`config.mk`:
```
export PLATFORM = sky130hd
export DESIGN_NAME = calc_req_scheduler_flat
export DESIGN_NICKNAME = d
export VERILOG_FILES = /design/src/rtl/calc_req_scheduler_if.sv /design/src/rtl/calc_req_scheduler.sv /design/src/flat_wrapper.sv
export SDC_FILE = /design/constraint.sdc
export NUM_CORES = 1
export LEC_CHECK = 0
export CAP_MARGIN = 20
export CORE_MARGIN = 8
export CORE_UTILIZATION = 34
export CTS_BUF_LIST = sky130_fd_sc_hd__clkbuf_8
export CTS_CLUSTER_SIZE = 30
export DETAILED_ROUTE_END_ITERATION = 10
export PLACE_DENSITY_LB_ADDON = 0.2
export RECOVER_POWER = 50
export SYNTH_ARGS = -nofsm -noshare
export SYNTH_HDL_FRONTEND = slang
export SYNTH_SLANG_ARGS = --single-unit
```
`constraint.sdc`:
```
create_clock -name clk -period 4.8 [get_ports clk]
set_input_delay 0.72 -clock clk [delete_from_list [all_inputs] [get_ports clk]]
set_output_delay 0.72 -clock clk [all_outputs]
set_load 0.005 [all_outputs]
```
`src/rtl/calc_req_scheduler_if.sv`:
```
// Bundle between the requester ports, the shared ALU and the response bus.
// The slave modport is the scheduler's view; the master modport is the surrounding logic's view.
interface calc_req_scheduler_if #(
   parameter int NUM_PORTS = 4,
   parameter int DATA_W    = 32,
   parameter int TAG_W     = 2
);
   localparam int PORT_W = (NUM_PORTS > 1) ? $clog2(NUM_PORTS) : 1;

   logic [NUM_PORTS-1:0]        req_valid;
   logic [NUM_PORTS-1:0]        req_ready;
   logic [NUM_PORTS*4-1:0]      req_cmd;
   logic [NUM_PORTS*DATA_W-1:0] req_data1;
   logic [NUM_PORTS*DATA_W-1:0] req_data2;
   logic [NUM_PORTS*TAG_W-1:0]  req_tag;

   logic                        alu_valid;
   logic [3:0]                  alu_cmd;
   logic [DATA_W-1:0]           alu_op1;
   logic [DATA_W-1:0]           alu_op2;
   logic [DATA_W-1:0]           alu_res_data;
   logic                        alu_res_ovf;

   logic                        out_valid;
   logic [PORT_W-1:0]           out_port;
   logic [1:0]                  out_resp;
   logic [TAG_W-1:0]            out_tag;
   logic [DATA_W-1:0]           out_data;

   // Request handshake: a transfer happens on a cycle where req_valid[p] and req_ready[p] are both high.
   modport slave (
      input  req_valid, req_cmd, req_data1, req_data2, req_tag,
      input  alu_res_data, alu_res_ovf,
      output req_ready,
      output alu_valid, alu_cmd, alu_op1, alu_op2,
      output out_valid, out_port, out_resp, out_tag, out_data
   );

   modport master (
      output req_valid, req_cmd, req_data1, req_data2, req_tag,
      output alu_res_data, alu_res_ovf,
      input  req_ready,
      input  alu_valid, alu_cmd, alu_op1, alu_op2,
      input  out_valid, out_port, out_resp, out_tag, out_data
   );
endinterface

```
`src/rtl/calc_req_scheduler.sv`:
```
// Round-robin scheduler sharing one fixed-latency ALU between several requester ports,
// with a tracking pipe that pairs each ALU result with its originating port and tag.
module calc_req_scheduler #(
   parameter int NUM_PORTS = 4,
   parameter int DATA_W    = 32,
   parameter int TAG_W     = 2,
   parameter int ALU_LAT   = 2
) (
   input logic                 clk,
   input logic                 rst,
   calc_req_scheduler_if.slave bus
);
   localparam int PW   = (NUM_PORTS > 1) ? $clog2(NUM_PORTS) : 1;
   localparam int LAST = ALU_LAT - 1;

   localparam logic [3:0] CMD_NOP = 4'b0000;
   localparam logic [3:0] CMD_ADD = 4'b0001;
   localparam logic [3:0] CMD_SUB = 4'b0010;
   localparam logic [3:0] CMD_SHL = 4'b0101;
   localparam logic [3:0] CMD_SHR = 4'b0110;

   localparam logic [1:0] RESP_OK  = 2'b01;
   localparam logic [1:0] RESP_OVF = 2'b10;
   localparam logic [1:0] RESP_INV = 2'b11;

   function automatic logic cmd_is_valid(input logic [3:0] cmd);
      return (cmd == CMD_ADD) || (cmd == CMD_SUB) || (cmd == CMD_SHL) || (cmd == CMD_SHR);
   endfunction

   logic [NUM_PORTS-1:0] hold_full_q, hold_full_d;
   logic [3:0]           hold_cmd_q [NUM_PORTS];
   logic [DATA_W-1:0]    hold_op1_q [NUM_PORTS];
   logic [DATA_W-1:0]    hold_op2_q [NUM_PORTS];
   logic [TAG_W-1:0]     hold_tag_q [NUM_PORTS];
   logic [PW-1:0]        rr_ptr_q, rr_ptr_d;

   logic [NUM_PORTS-1:0] grant;
   logic                 grant_valid;
   logic [PW-1:0]        grant_idx;
   logic                 gnt_cmd_ok;
   logic [NUM_PORTS-1:0] req_ready;
   logic [NUM_PORTS-1:0] capture;

   logic [ALU_LAT-1:0]   pipe_vld_q;
   logic [ALU_LAT-1:0]   pipe_inv_q;
   logic [PW-1:0]        pipe_port_q [ALU_LAT];
   logic [TAG_W-1:0]     pipe_tag_q  [ALU_LAT];

   logic                 out_valid_q;
   logic [PW-1:0]        out_port_q;
   logic [1:0]           out_resp_q, out_resp_d;
   logic [TAG_W-1:0]     out_tag_q;
   logic [DATA_W-1:0]    out_data_q, out_data_d;

   // First full hold reg at or after the pointer, wrapping around.
   always_comb begin
      logic [PW:0]   sum;
      logic [PW-1:0] cand;
      grant       = '0;
      grant_valid = 1'b0;
      grant_idx   = '0;
      sum         = '0;
      cand        = '0;
      for (int i = 0; i < NUM_PORTS; i++) begin
         sum  = {1'b0, rr_ptr_q} + (PW+1)'(i);
         cand = (sum >= (PW+1)'(NUM_PORTS)) ? PW'(sum - (PW+1)'(NUM_PORTS)) : PW'(sum);
         if (!grant_valid && hold_full_q[cand]) begin
            grant_valid = 1'b1;
            grant_idx   = cand;
         end
      end
      grant[grant_idx] = grant_valid;
   end

   always_comb begin
      rr_ptr_d = rr_ptr_q;
      if (grant_valid) begin
         rr_ptr_d = (grant_idx == PW'(NUM_PORTS - 1)) ? '0 : grant_idx + PW'(1);
      end
   end

   // A no-op is accepted but never occupies the hold reg.
   always_comb begin
      req_ready   = ~hold_full_q | grant;
      capture     = bus.req_valid & req_ready;
      hold_full_d = hold_full_q;
      for (int p = 0; p < NUM_PORTS; p++) begin
         if (capture[p]) begin
            hold_full_d[p] = (bus.req_cmd[4*p +: 4] != CMD_NOP);
         end else begin
            hold_full_d[p] = hold_full_q[p] & ~grant[p];
         end
      end
   end

   always_ff @(posedge clk or negedge rst) begin
      if (!rst) begin
         hold_full_q <= '0;
         rr_ptr_q    <= '0;
         for (int p = 0; p < NUM_PORTS; p++) begin
            hold_cmd_q[p] <= '0;
            hold_op1_q[p] <= '0;
            hold_op2_q[p] <= '0;
            hold_tag_q[p] <= '0;
         end
      end else begin
         hold_full_q <= hold_full_d;
         rr_ptr_q    <= rr_ptr_d;
         for (int p = 0; p < NUM_PORTS; p++) begin
            if (capture[p]) begin
               hold_cmd_q[p] <= bus.req_cmd[4*p +: 4];
               hold_op1_q[p] <= bus.req_data1[DATA_W*p +: DATA_W];
               hold_op2_q[p] <= bus.req_data2[DATA_W*p +: DATA_W];
               hold_tag_q[p] <= bus.req_tag[TAG_W*p +: TAG_W];
            end
         end
      end
   end

   assign bus.req_ready = req_ready;
   assign gnt_cmd_ok    = cmd_is_valid(hold_cmd_q[grant_idx]);
   assign bus.alu_valid = grant_valid & gnt_cmd_ok;
   assign bus.alu_cmd   = hold_cmd_q[grant_idx];
   assign bus.alu_op1   = hold_op1_q[grant_idx];
   assign bus.alu_op2   = hold_op2_q[grant_idx];

   // Invalid commands still travel the pipe so their response keeps issue order.
   always_ff @(posedge clk or negedge rst) begin
      if (!rst) begin
         pipe_vld_q <= '0;
         pipe_inv_q <= '0;
         for (int i = 0; i < ALU_LAT; i++) begin
            pipe_port_q[i] <= '0;
            pipe_tag_q[i]  <= '0;
         end
      end else begin
         pipe_vld_q[0]  <= grant_valid;
         pipe_inv_q[0]  <= ~gnt_cmd_ok;
         pipe_port_q[0] <= grant_idx;
         pipe_tag_q[0]  <= hold_tag_q[grant_idx];
         for (int i = 1; i < ALU_LAT; i++) begin
            pipe_vld_q[i]  <= pipe_vld_q[i-1];
            pipe_inv_q[i]  <= pipe_inv_q[i-1];
            pipe_port_q[i] <= pipe_port_q[i-1];
            pipe_tag_q[i]  <= pipe_tag_q[i-1];
         end
      end
   end

   always_comb begin
      out_resp_d = RESP_OK;
      out_data_d = bus.alu_res_data;
      if (pipe_inv_q[LAST]) begin
         out_resp_d = RESP_INV;
         out_data_d = '0;
      end else if (bus.alu_res_ovf) begin
         out_resp_d = RESP_OVF;
      end
   end

   always_ff @(posedge clk or negedge rst) begin
      if (!rst) begin
         out_valid_q <= 1'b0;
         out_port_q  <= '0;
         out_resp_q  <= '0;
         out_tag_q   <= '0;
         out_data_q  <= '0;
      end else begin
         out_valid_q <= pipe_vld_q[LAST];
         if (pipe_vld_q[LAST]) begin
            out_port_q <= pipe_port_q[LAST];
            out_resp_q <= out_resp_d;
            out_tag_q  <= pipe_tag_q[LAST];
            out_data_q <= out_data_d;
         end
      end
   end

   assign bus.out_valid = out_valid_q;
   assign bus.out_port  = out_port_q;
   assign bus.out_resp  = out_resp_q;
   assign bus.out_tag   = out_tag_q;
   assign bus.out_data  = out_data_q;
endmodule

```
`src/flat_wrapper.sv`:
```
// flat-port wrapper written by rule: the top's interface ports become plain ports
module calc_req_scheduler_flat 
#(
   parameter int NUM_PORTS = 4,
   parameter int DATA_W    = 32,
   parameter int TAG_W     = 2,
   parameter int ALU_LAT   = 2
)
  (clk, rst, bus_req_valid, bus_req_cmd, bus_req_data1, bus_req_data2, bus_req_tag, bus_alu_res_data, bus_alu_res_ovf, bus_req_ready, bus_alu_valid, bus_alu_cmd, bus_alu_op1, bus_alu_op2, bus_out_valid, bus_out_port, bus_out_resp, bus_out_tag, bus_out_data);
  calc_req_scheduler_if #(.NUM_PORTS(NUM_PORTS), .DATA_W(DATA_W), .TAG_W(TAG_W)) bus_i ();
  input logic clk;
  input logic rst;
  input wire logic [$bits(bus_i.req_valid)-1:0] bus_req_valid;
  input wire logic [$bits(bus_i.req_cmd)-1:0] bus_req_cmd;
  input wire logic [$bits(bus_i.req_data1)-1:0] bus_req_data1;
  input wire logic [$bits(bus_i.req_data2)-1:0] bus_req_data2;
  input wire logic [$bits(bus_i.req_tag)-1:0] bus_req_tag;
  input wire logic [$bits(bus_i.alu_res_data)-1:0] bus_alu_res_data;
  input wire logic [$bits(bus_i.alu_res_ovf)-1:0] bus_alu_res_ovf;
  output wire logic [$bits(bus_i.req_ready)-1:0] bus_req_ready;
  output wire logic [$bits(bus_i.alu_valid)-1:0] bus_alu_valid;
  output wire logic [$bits(bus_i.alu_cmd)-1:0] bus_alu_cmd;
  output wire logic [$bits(bus_i.alu_op1)-1:0] bus_alu_op1;
  output wire logic [$bits(bus_i.alu_op2)-1:0] bus_alu_op2;
  output wire logic [$bits(bus_i.out_valid)-1:0] bus_out_valid;
  output wire logic [$bits(bus_i.out_port)-1:0] bus_out_port;
  output wire logic [$bits(bus_i.out_resp)-1:0] bus_out_resp;
  output wire logic [$bits(bus_i.out_tag)-1:0] bus_out_tag;
  output wire logic [$bits(bus_i.out_data)-1:0] bus_out_data;
  assign bus_i.req_valid = bus_req_valid;
  assign bus_i.req_cmd = bus_req_cmd;
  assign bus_i.req_data1 = bus_req_data1;
  assign bus_i.req_data2 = bus_req_data2;
  assign bus_i.req_tag = bus_req_tag;
  assign bus_i.alu_res_data = bus_alu_res_data;
  assign bus_i.alu_res_ovf = bus_alu_res_ovf;
  assign bus_req_ready = bus_i.req_ready;
  assign bus_alu_valid = bus_i.alu_valid;
  assign bus_alu_cmd = bus_i.alu_cmd;
  assign bus_alu_op1 = bus_i.alu_op1;
  assign bus_alu_op2 = bus_i.alu_op2;
  assign bus_out_valid = bus_i.out_valid;
  assign bus_out_port = bus_i.out_port;
  assign bus_out_resp = bus_i.out_resp;
  assign bus_out_tag = bus_i.out_tag;
  assign bus_out_data = bus_i.out_data;
  calc_req_scheduler #(.NUM_PORTS(NUM_PORTS), .DATA_W(DATA_W), .TAG_W(TAG_W), .ALU_LAT(ALU_LAT)) u_core (.clk(clk), .rst(rst), .bus(bus_i));
endmodule
```
==> run metrics, run 1 <==
run status=finished with violations; failing checks=capacitance limit, slew limit; first-pass GRT wire length=74,500 um; syn_area_per_cell=around 12 um2; crit path launch type=register; sequential power share=between 30% and 40%; area share of the largest cell type after synthesis=around 57%; Final period util=just over 90%; Core ar.=43,000 um2; ys flop type=dfrtp_1; worst r2r src=u_core.rr_ptr_q[0]; max frequency=between 200 and 250 MHz; crit end category=output pin; Worst Min Path Start=u_core.pipe_inv_q[0]; peak fanout along the critical path=between 40 and 50; sequential area share after synthesis=57.1%; Num CTS Buffers=between 60 and 70; detailed-route via count=approximately 11,000; Worst-Skew Late Latency=approximately 0.63 ns; P_int=between 10 and 15 mW; reg2reg path depth=10; drt pass-1 iters=5; clock sink count=~340; RR Endpoint=u_core.hold_op2_q[23]; Synth area leaders=dfrtp_1 (57%), mux2_2 (22%), nand2_1 (7.0%), and3_1 (2.9%), a31oi_1 (2.9%); num rows=76; Syn Inst Count=around 1,200; #FFs+latches synth=approximately 340; DIE AREA=50,300 um2; Hold Vio Cnt, Final=0; combinational share of power=approximately 52%; switching pwr=approximately 5.7 mW; NumNets Final=slightly below 2,000; vias in the first global route=12,149; cell taking the most area after synthesis=dfrtp_1; hold path endpoint=u_core.pipe_inv_q[1]; Yosys cell types=30; initial antenna violation count=8; syn_nets=approximately 1,600; asr flop ratio synth=100%; height of the chip=224 um; Slew @ Worst Pin=between 3 and 4 ns; Setup violations, final=0; gr usage total=about a fifth; Place WS=1.08 ns; drt total wl=49,400 um; share of layout cells above drive strength 1=between 20% and 30%; yosys warns=0; Worst Path Required=roughly 4.1 ns; gpl congestion=just over 0.8; Clock transition at path regs=~0.060 ns; total of max-cap violations=2; final setup margin=roughly 0.43 ns; Post-CTS Setup Inserts=0; Reg area=around 8400 um2; EDFF count, synth=0; fin crit period=about 4.4 ns; Post-synth top cells=dfrtp_1 (337), mux2_2 (286), nand2_1 (277), and3_1 (69), a31oi_1 (68); Die Width=224 um; post-layout util=48.6%; HPWL after DPL=33,900 um; TritonCTS clock tree=yes; CP arrival=roughly 3.7 ns; Worst IR Drop VDD=0.000784 V; Starting DRT DRC Count=741; critical path type=reg2out; leakage=approximately 9 nW; most common cell in the synthesized netlist=dfrtp_1; Via density=just under 5; # fillers=between 4,000 and 5,000; post-cts resize count=0; max_slew headroom=-103%; reg-to-reg setup timing slack=about 1.2 ns; Hold-fix buffers, CTS=0; WL/cell=21.5 um; Max Slew Vio Count=174; Initial Util=approximately 34%; clock skew=around 0.012 ns; worst hold stages=0; TNS Setup=0 ns; H-tree depth=2; Hold Path Class=reg2reg; drc violations=0; multi-input logic area=around 6000 um2; largest net degree at the start of global routing=140; RSZ-0062 raised after global routing=false; Hold WS=about 0.35 ns; clock tree buffer depth=3; area grow syn2layout=41.5%; PwrDens=about 760 nW/um2; gr ovfl total=0; clock root buffer master=clkbuf_8; clock power share=around 17%; input/output buffers=430; switching share of power=between 30% and 40%; IO Pins=about 430; Cell Area, Synth=14,800 um2; antenna viol nets, final=0
==> worst max-delay path, stage by stage (launching register included) <==
cell and delay (ns):
dfrtp_1 0.38, nand2b_1 0.17, a21oi_1 0.13, a211oi_4 0.25, buf_4 0.39, buf_4 0.62
ha_1 0.25, nand2b_1 0.24, clkdlybuf4s50_1 0.56
==> worst max-delay path by stage <==
stage,start,endpoint
after global placement,u_core.hold_full_q[0],bus_req_ready[3]
after detailed placement,u_core.rr_ptr_q[0],bus_req_ready[3]
after floorplan,u_core.rr_ptr_q[1],u_core.hold_cmd_q[0]
final,u_core.rr_ptr_q[0],bus_req_ready[3]
after CTS,u_core.rr_ptr_q[0],bus_req_ready[3]
after global routing,u_core.rr_ptr_q[0],bus_req_ready[3]
==> cells by family after synthesis <==
family / Yosys count / synth area share, %
fa+ha+maj: 4 / 0.339
flops: 337 / 57.1
buf+inv: 90 / 2.55
compound gates: 120 / 5.95
mux: 288 / 22.0
simple gates: 400 / 12.1
==> power by group through the flow <==
stage / Combinational (mW) / Sequential, mW / Clock [mW]
floorplan: 4.64 / 4.74 / 0
global placement: 8.34 / 4.89 / 0
detailed placement: 8.40 / 4.94 / 0
CTS: 8.46 / 4.90 / 2.77
global route: 9.02 / 5.07 / 2.89
finish: 8.28 / 4.91 / 2.66
==> stage by stage <==
step	power, mW	instance area (um2)	std cells
finish	15.9	20900	2299
global route	17.0	20900	2298
CTS	16.1	20900	2292
detailed placement	13.3	19700	2188
global placement	13.2	19700	2188
floorplan	9.37	14800	1239
==> layout make-up <==
cell class	count	share of cell area (%)
Sequential cell	337	40.4
Tap cell	585	3.50
Inverter	7	0.138
Multi-Input combinational cell	812	28.7
Clock inverter	28	0.695
Clock buffer	76	5.01
Timing Repair Buffer	448	21.5
Antenna cell	6	0.0719
==> cell usage in the layout (no fill, tap or decap), types with 26 or more instances in the layout <==
master           instances
mux2_2                 286
and3_1                  69
inv_1                   26
nand2_1                273
nor2b_1                 34
a31oi_1                 68
dfrtp_1                336
clkdlybuf4s50_1        421
clkbuf_8                76
a31o_2                  32
==> layer usage <==
metal | vias up | GRT usage (%) | part of all wire [%]
met5 | - | 0 | 0.083
met4 | 6 | 5.42 | 2.0
met3 | 70 | 5.77 | 6.6
met2 | 347 | 31.2 | 48
met1 | 5642 | 24.6 | 43
li1 | 5178 | - | -
==> flip-flops by register name, summed over array words and instances, names as in the netlist <==
signal / count
u_core.pipe_vld_q: 2
u_core.hold_full_q: 4
u_core.bus.out_port: 2
u_core.bus.out_resp: 2
u_core.rr_ptr_q: 2
u_core.pipe_port_q: 4
u_core.hold_op1_q: 128
u_core.bus.out_valid: 1
u_core.hold_cmd_q: 16
u_core.pipe_tag_q: 4
u_core.hold_tag_q: 8
u_core.bus.out_data: 32
u_core.hold_op2_q: 128
u_core.pipe_inv_q: 2
u_core.bus.out_tag: 2
No activity file was read; power rests on OpenSTA's default activity.
==> inputs of run 2 (changes only) <==
==> constraint.sdc (replaced) <==
create_clock -name clk -period 4.8 [get_ports clk]
set_input_delay 0.72 -clock clk [delete_from_list [all_inputs] [get_ports clk]]
set_output_delay 0.72 -clock clk [all_outputs]
set_load 0.1 [all_outputs]
==> run 2 against run 1 <==
The run still ends with capacitance limit, slew limit left. Critical path depth up 1. Via count decreased by 0.68%. First-iteration DRC count down 14%. Sequential cell count stayed put. Hold slack worse by 0.0016 ns.
==> run metrics, run 2 (synthesis results as in run 1) <==
Num CTS Buffers=61 (unchanged); max_slew headroom=-106% (was -103%); vias in the first global route=12,070 (was 12,149); detailed-route via count=11,167 (was 11,243); H-tree depth=2 (unchanged); HPWL after DPL=33,800 um (was 33,900 um); WL/cell=21.1 um (was 21.5 um); failing checks=capacitance limit, slew limit (unchanged); Place WS=1.07 ns (was 1.08 ns); antenna viol nets, final=0 (unchanged); NumNets Final=1,990 (unchanged); fin crit period=4.35 ns (was 4.37 ns); post-layout util=48.2% (was 48.6%); gpl congestion=0.825 (was 0.812); area grow syn2layout=40.3% (was 41.5%); first-pass GRT wire length=74,200 um (was 74,500 um); crit path launch type=register (unchanged); Hold-fix buffers, CTS=0 (unchanged); clock root buffer master=clkbuf_8 (unchanged); clock tree buffer depth=3 (unchanged); final setup margin=0.454 ns (was 0.431 ns); Max Slew Vio Count=289 (was 174); clock skew=0.0287 ns (was 0.0124 ns); commonest non-fill, non-tap cell in the layout=clkdlybuf4s50_1 (unchanged); DIE AREA=50,300 um2 (unchanged); TritonCTS clock tree=yes (unchanged); Slew @ Worst Pin=3.09 ns (was 3.04 ns); drt total wl=48,600 um (was 49,400 um); total of max-cap violations=3 (was 2); Final period util=90.5% (was 91.0%); Core ar.=43,000 um2 (unchanged); Hold Path Class=reg2reg (unchanged); Hold Vio Cnt, Final=0 (unchanged); critical path type=reg2out (unchanged); TNS Setup=0 ns (unchanged); initial antenna violation count=8 (unchanged); drc violations=0 (unchanged); Via density=4.85 (was 4.89); max frequency=230 MHz (was 229 MHz); height of the chip=224 um (unchanged); most frequent cells in the layout=clkdlybuf4s50_1 (356), dfrtp_1 (336), mux2_2 (286) (was clkdlybuf4s50_1 (421), dfrtp_1 (336), mux2_2 (286)); gr usage total=18.9% (was 19.2%); peak fanout along the critical path=41 (was 49); Starting DRT DRC Count=635 (was 741); RSZ-0062 raised after global routing=false (unchanged); crit end category=output pin (unchanged); Setup violations, final=0 (unchanged); IO Pins=431 (unchanged); gr ovfl total=0 (unchanged); input/output buffers=430 (unchanged); drt pass-1 iters=5 (unchanged); post-cts resize count=0 (unchanged); run status=finished with violations (unchanged); num rows=76 (unchanged); clock sink count=337 (unchanged); Hold WS=0.344 ns (was 0.346 ns); # fillers=3,992 (was 4,017); Post-CTS Setup Inserts=0 (unchanged); largest net degree at the start of global routing=140 (unchanged); CP arrival=3.63 ns (was 3.65 ns); Worst Path Required=4.08 ns (about the same); Clock transition at path regs=0.06 ns (about the same); Die Width=224 um (unchanged); share of layout cells above drive strength 1=29.1% (was 25.2%); Initial Util=34.3% (unchanged); Worst-Skew Late Latency=0.65 ns (was 0.63 ns)
run 2: changes by cell type in the layout (fill, tap and decap cells not counted), moves of 3 or more:
cell	previous run	this run
buf_12	4	8
buf_4	8	79
clkbuf_2	4	1
clkdlybuf4s50_1	421	356
dlygate4sd3_1	8	0
inv_1	26	30
run 2: final cells by class:
type	count	area, um2	share of cell area, %
Inverter	7	28.8	0.139
Clock buffer	74	1020	4.92
Tap cell	585	732	3.54
Multi-Input combinational cell	812	5980	28.9
Antenna cell	6	15.0	0.0725
Sequential cell	337	8430	40.7
Timing Repair Buffer	448	4340	21.0
Clock inverter	32	159	0.767
run 2: path summary, 6_finish.rpt:
check                                      startpoint  cells past startpoint                     to  slack [ns]
worst max-delay path               u_core.rr_ptr_q[0]                      9          bus_alu_valid        0.45
worst min-delay path            u_core.pipe_port_q[3]                      0  u_core.pipe_port_q[1]        0.34
worst max register to register     u_core.rr_ptr_q[1]                      9  u_core.hold_op2_q[36]        1.39
worst min register to register  u_core.pipe_port_q[3]                      0  u_core.pipe_port_q[1]        0.34
max in group asynchronous                         rst                      2  u_core.hold_op1_q[15]        0.99
min in group asynchronous                         rst                      1  u_core.hold_op2_q[81]        0.82
run 2: per-layer routing:
metal,vias up,global-route usage (%),share of wire (%)
met5,-,0,0.095
met4,8,6.22,2.2
met3,74,5.00,6.2
met2,318,30.9,48
met1,5585,24.3,44
li1,5182,-,-
run 2: critical path, cell delays in order (launching register included):
cell and delay (ns):
dfrtp_1 0.38, nand2b_1 0.18, a21oi_1 0.13, a211oi_4 0.24
buf_4 0.44, buf_4 0.58, nand3_1 0.23, a211oi_1 0.35
o211a_1 0.25, buf_12 0.18
run 2: stage by stage:
stage / instance area, um2 / instances
detailed placement: 19500 / 2188
global route: 20700 / 2298
finish: 20700 / 2301
floorplan: 14800 / 1239
CTS: 20700 / 2294
global placement: 19500 / 2188
Power of run 2 is left out: the tool's default activity adds up to more than one toggle a clock period on the data nets, which glitch-free logic cannot reach.
==> inputs of run 3 (changes only) <==
--- a/config.mk
+++ b/config.mk
@@ -5,6 +5,7 @@
 export SDC_FILE = /design/constraint.sdc
 export NUM_CORES = 1
 export LEC_CHECK = 0
+export ABC_CLOCK_PERIOD_IN_PS = 4800
 export CAP_MARGIN = 20
 export CORE_MARGIN = 8
 export CORE_UTILIZATION = 34
==> results of run 3 <==
The final DEF is identical to that of run 2; final timing and power are the same.
Power of run 3 is left out for the same reason.
